[src/rtl/multdiv_sequencer_pkg.sv]
// rtl/multdiv_sequencer_pkg.sv - state encodings and default iteration constants for the multdiv sequencer
package multdiv_sequencer_pkg;

  typedef enum logic [1:0] {
    ST_IDLE = 2'd0,
    ST_LOAD = 2'd1,
    ST_RUN  = 2'd2,
    ST_DONE = 2'd3
  } seq_state_t;

  localparam int DEFAULT_CNT_W      = 6;
  localparam int DEFAULT_MULT_ITERS = 16;
  localparam int DEFAULT_DIV_ITERS  = 32;

  function automatic bit iters_legal(input int iters, input int cnt_w);
    return (iters >= 1) && (iters < (1 << cnt_w));
  endfunction

endpackage

[src/rtl/multdiv_sequencer_down_counter_load.sv]
// rtl/multdiv_sequencer_down_counter_load.sv - loadable down counter with borrow-chain decrement and zero/one flags
module down_counter_load #(
  parameter int CNT_W = 6
) (
  input  logic             clk,
  input  logic             clr,
  input  logic             load,
  input  logic [CNT_W-1:0] load_value,
  input  logic             en,
  output logic [CNT_W-1:0] count,
  output logic             zero,
  output logic             one
);

  logic [CNT_W-1:0] dec_value;
  logic             borrow;

  assign zero = (count == '0);
  assign one  = (count == CNT_W'(1));

  // Bit i toggles when every lower bit is 0; gating with ~zero stops the count wrapping.
  always_comb begin
    dec_value = count;
    borrow    = en & ~zero;
    for (int i = 0; i < CNT_W; i++) begin
      dec_value[i] = count[i] ^ borrow;
      borrow       = borrow & ~count[i];
    end
  end

  always_ff @(posedge clk) begin
    if (clr) begin
      count <= '0;
    end else if (load) begin
      count <= load_value;
    end else begin
      count <= dec_value;
    end
  end

endmodule

[src/rtl/multdiv_sequencer.sv]
// rtl/multdiv_sequencer.sv - iteration sequencer issuing load/step strobes and result-ready for the multdiv unit
module multdiv_sequencer
  import multdiv_sequencer_pkg::*;
#(
  parameter int CNT_W      = DEFAULT_CNT_W,
  parameter int MULT_ITERS = DEFAULT_MULT_ITERS,
  parameter int DIV_ITERS  = DEFAULT_DIV_ITERS
) (
  input  logic             clk,
  input  logic             clr,
  input  logic             ctrl_MULT,
  input  logic             ctrl_DIV,
  output logic             busy,
  output logic             op_is_div,
  output logic             load_operands,
  output logic             step_en,
  output logic             last_step,
  output logic [CNT_W-1:0] iter_count,
  output logic             data_resultRDY
);

  generate
    if (!iters_legal(MULT_ITERS, CNT_W)) begin : g_bad_mult
      $error("multdiv_sequencer: MULT_ITERS out of range for CNT_W");
    end
    if (!iters_legal(DIV_ITERS, CNT_W)) begin : g_bad_div
      $error("multdiv_sequencer: DIV_ITERS out of range for CNT_W");
    end
  endgenerate

  seq_state_t       state;
  logic             start;
  logic [CNT_W-1:0] start_iters;
  logic             cnt_zero;
  logic             cnt_one;

  assign start       = ctrl_MULT | ctrl_DIV;
  assign start_iters = ctrl_DIV ? CNT_W'(DIV_ITERS) : CNT_W'(MULT_ITERS);

  down_counter_load #(
    .CNT_W(CNT_W)
  ) u_counter (
    .clk       (clk),
    .clr       (clr),
    .load      (start),
    .load_value(start_iters),
    .en        (state == ST_RUN),
    .count     (iter_count),
    .zero      (cnt_zero),
    .one       (cnt_one)
  );

  // A new start in any state restarts the sequence, so an aborted op never reaches DONE.
  always_ff @(posedge clk) begin
    if (clr) begin
      state     <= ST_IDLE;
      op_is_div <= 1'b0;
    end else if (start) begin
      state     <= ST_LOAD;
      op_is_div <= ctrl_DIV;
    end else begin
      unique case (state)
        ST_IDLE: state <= ST_IDLE;
        ST_LOAD: state <= ST_RUN;
        ST_RUN:  state <= (cnt_one || cnt_zero) ? ST_DONE : ST_RUN;
        ST_DONE: state <= ST_IDLE;
        default: state <= ST_IDLE;
      endcase
    end
  end

  assign busy           = (state == ST_LOAD) || (state == ST_RUN);
  assign load_operands  = (state == ST_LOAD);
  assign step_en        = (state == ST_RUN);
  assign last_step      = (state == ST_RUN) && cnt_one;
  assign data_resultRDY = (state == ST_DONE);

endmodule

[config.mk]
export PLATFORM = sky130hd
export DESIGN_NAME = multdiv_sequencer
export DESIGN_NICKNAME = d
export VERILOG_FILES = /design/src/rtl/multdiv_sequencer_pkg.sv /design/src/rtl/multdiv_sequencer_down_counter_load.sv /design/src/rtl/multdiv_sequencer.sv
export SDC_FILE = /design/constraint.sdc
export NUM_CORES = 1
export LEC_CHECK = 0
export CAP_MARGIN = 25
export CORE_AREA = 2 2 39 41
export CTS_CLUSTER_SIZE = 8
export DETAILED_ROUTE_END_ITERATION = 6
export DIE_AREA = 0 0 41 43
export PLACE_DENSITY = 0.71
export SKIP_CTS_REPAIR_TIMING = 1
export SLEW_MARGIN = 20
export SYNTH_ARGS = -nofsm -noshare
export SYNTH_HDL_FRONTEND = slang
export SYNTH_HIERARCHICAL = 1
export SYNTH_SLANG_ARGS = --single-unit
[constraint.sdc]
create_clock -name clk -period 7.2 [get_ports clk]
set_input_delay 0.72 -clock clk [delete_from_list [all_inputs] [get_ports clk]]
set_output_delay 0.72 -clock clk [all_outputs]
set_load 0.1 [all_outputs]
==> results.cfg <==
[outcome]
run_status = finished, final reports clean

[synthesis]
yosysSeqAreaShare_pct = 35.47
synthesis.area_um2 = 508.0
synthTopCellsByArea = dfxtp_1, ha_1, a211oi_1
ys_ff_latch = 9
synth_top_area_cell = dfxtp_1
syn_inst = 55
ys_warn_count = 6
synth_cell_types = 17
syn_area_per_cell_um2 = 9.236
synth_top_cell_area_share_pct = 35.47

[floorplan]
rows = 14
dieArea_um2 = 1763
core_area_um2 = 1384
io_pins = 16
start_util_pct = 36.71
dieWidth_um = 41
die_h_um = 43

[placement]
portBuffers = 15
dpl.hpwl_um = 723.1
routabilityCongestion = 0.7963

[worst_setup_path]
crit_type = reg2out
slowest_delay_ns = 1.12
cp-start-kind = flip-flop
crit_fanout = 3
worstPathArrival_ns = 2.57
critPathRequiredTime_ns = 6.48
r2r_slack_ns = 4.75
path_delay_family = buffers and inverters
reg2reg_depth = 9
path_buf_inv = 1
critical_path.cell_chain = or4_4 > nor3_1 > and2_1 > clkdlybuf4s50_1
crit-reg2reg-launch = u_counter/count[2]
slowest_stage = clkdlybuf4s50_1
cp-end-kind = output pin
rr_endpoint = u_counter/count[5]

[pwr]
p_clk_share_pct = 26.1
leakage_uw = 0.0003162
power_switching_uw = 57.79
ir_worst_vdd_v = 0.0001115
power_frac_comb_pct = 35.3
powerDensity_nw_per_um2 = 203.6
total_power_uw = 145.7
p_int_uw = 87.91
p_sw_share_pct = 39.66
p_seq_share_pct = 38.5

[detailed_routing]
ant_nets = 0
vias = 430
drcViolationCount = 0
drt_iter0_drc = 3
wl_per_cell_um = 9.989
via_per_inst = 4.624
dr.pass1.iters = 2
wirelength_um = 929

[timing]
fin_setup_tns_ns = 0
clock_skew_ns = 0.0006794
max_freq_mhz = 303.7
slew_headroom_pct = 35.14
fin_crit_ns = 3.293
rsz0062_at_grt = no
timing.final.crit_share_pct = 45.73
setup_viol = 0
maxSlewViolCount = 0
worst_pin_slew_ns = 0.9699
hold_viol = 0

[grt]
grt_max_degree = 10
grt_pass1_vias = 402
antenna_found_initial = 0
track_usage_pct = 13.42
grt_pass1_wl_um = 1573
grt-ovfl-total = 0

[min_path]
hp-start = op_is_div
hold_path_end = op_is_div
hold_depth = 2
min_path_type = reg2reg

[run]
drv_cap = 0

[finish]
area_delta_synth_final_pct = 40.89
antenna_cells = 0
drive_above_1_share_pct = 7.792
fill_cells = 136
nets = 91
regArea_um2 = 180.2
multi_input_comb_area_um2 = 294.0

[cts]
cts_made_buffers = 3
htreeDepth = 1
cts_root_buf = clkbuf_4
clock_insertion_delay_worst_skew_ns = 0.25
clkTransAtPathRegs_ns = 0.06
ctsLongestPathBuffers = 2
tritoncts = yes
clock-sinks = 9
[logic make-up after synthesis]
logic type / count (synthesis) / synth area share [%]
other cells: 1 / 0.7382
compound gates: 10 / 14.29
buf+inv: 12 / 8.866
fa+ha+maj: 9 / 22.17
simple gates: 13 / 16.75
flops: 9 / 35.47
xor+xnor: 1 / 1.724
[power by group through the flow]
stage,registers [µW],logic [µW],clock network (µW)
finish,56.2,51.5,38.1
global placement,57.0,51.5,0
CTS,56.2,51.8,39.5
global route,56.7,54.1,42.9
floorplan,77.4,19.4,0
detailed placement,57.3,51.5,0
[per-stage QoR]
stage	utilization, %	area [µm²]	hold WS, ns	worst slack [ns]	instances
after global placement	49.82	689.4	0.4813	4.187	89
after CTS	51.72	715.7	0.4986	3.884	93
after floorplan	-	519.2	0.5652	4.217	58
after detailed placement	49.82	689.4	0.4842	4.166	89
after global routing	51.72	715.7	0.5310	3.798	93
final	51.72	715.7	0.4929	3.907	93
[cell usage in the layout (no fill, tap or decap), drive strengths merged]
master,instances
a31oi,1
a211oi,6
o31a,1
nor3,3
nand2,1
o211ai,1
and2,1
ha,9
nor2b,6
dfxtp,9
xnor2,1
conb,4
a21oi,1
clkdlybuf4s50,15
or4,1
nor2,1
inv,12
clkbuf,4
[layer usage]
| metal | up-vias | share of wire (%) | GRT usage (%) |
|---|---|---|---|
| li1 | 223 | - | - |
| met1 | 195 | 47 | 15.69 |
| met2 | 10 | 48 | 20.00 |
| met3 | 2 | 3.1 | 3.141 |
| met4 | 0 | 1.4 | 10.00 |
| met5 | - | 0 | 0 |
[worst max path at each step]
stage                     slack [ns]  cells after the start        end          startpoint
after detailed placement        4.17                      4  last_step  u_counter/count[2]
final                           3.91                      4  last_step  u_counter/count[2]
after CTS                       3.88                      4  last_step  u_counter/count[2]
after floorplan                 4.22                      3  last_step  u_counter/count[2]
after global placement          4.19                      4  last_step  u_counter/count[2]
after global routing            3.80                      4  last_step  u_counter/count[2]
[registers in the layout, indices dropped and copies added (netlist names)]
name,cells
state,2
u_counter/count,6
op_is_div,1
[cell type report]
cell class              count  area share (%)
repair buffers             15           20.98
multi-input cells          37           41.08
clock buffers               4           3.671
well taps                  16           2.797
inverters                  12           6.294
flip-flops and latches      9           25.17
[synthesized netlist by cell type]
| cell type | count |
|---|---|
| a211oi_1 | 6 |
| a21oi_1 | 1 |
| a31oi_1 | 1 |
| and2_1 | 1 |
| conb_1 | 1 |
| dfxtp_1 | 9 |
| ha_1 | 9 |
| inv_1 | 12 |
| nand2_2 | 1 |
| nor2_1 | 1 |
| nor2b_1 | 6 |
| nor3_1 | 2 |
| nor3_2 | 1 |
| o211ai_1 | 1 |
| o31a_1 | 1 |
| or4_4 | 1 |
| xnor2_1 | 1 |
[worst reg2reg max path, stage by stage, from the launching register on]
cell,delay [ns]
dfxtp_1,0.32
or4_4,0.54
o31a_1,0.25
ha_1,0.18
ha_1,0.18
ha_1,0.19
ha_1,0.18
ha_1,0.19
xnor2_1,0.13
a211oi_1,0.21
Note: power is estimated with default switching activity, not from simulation.
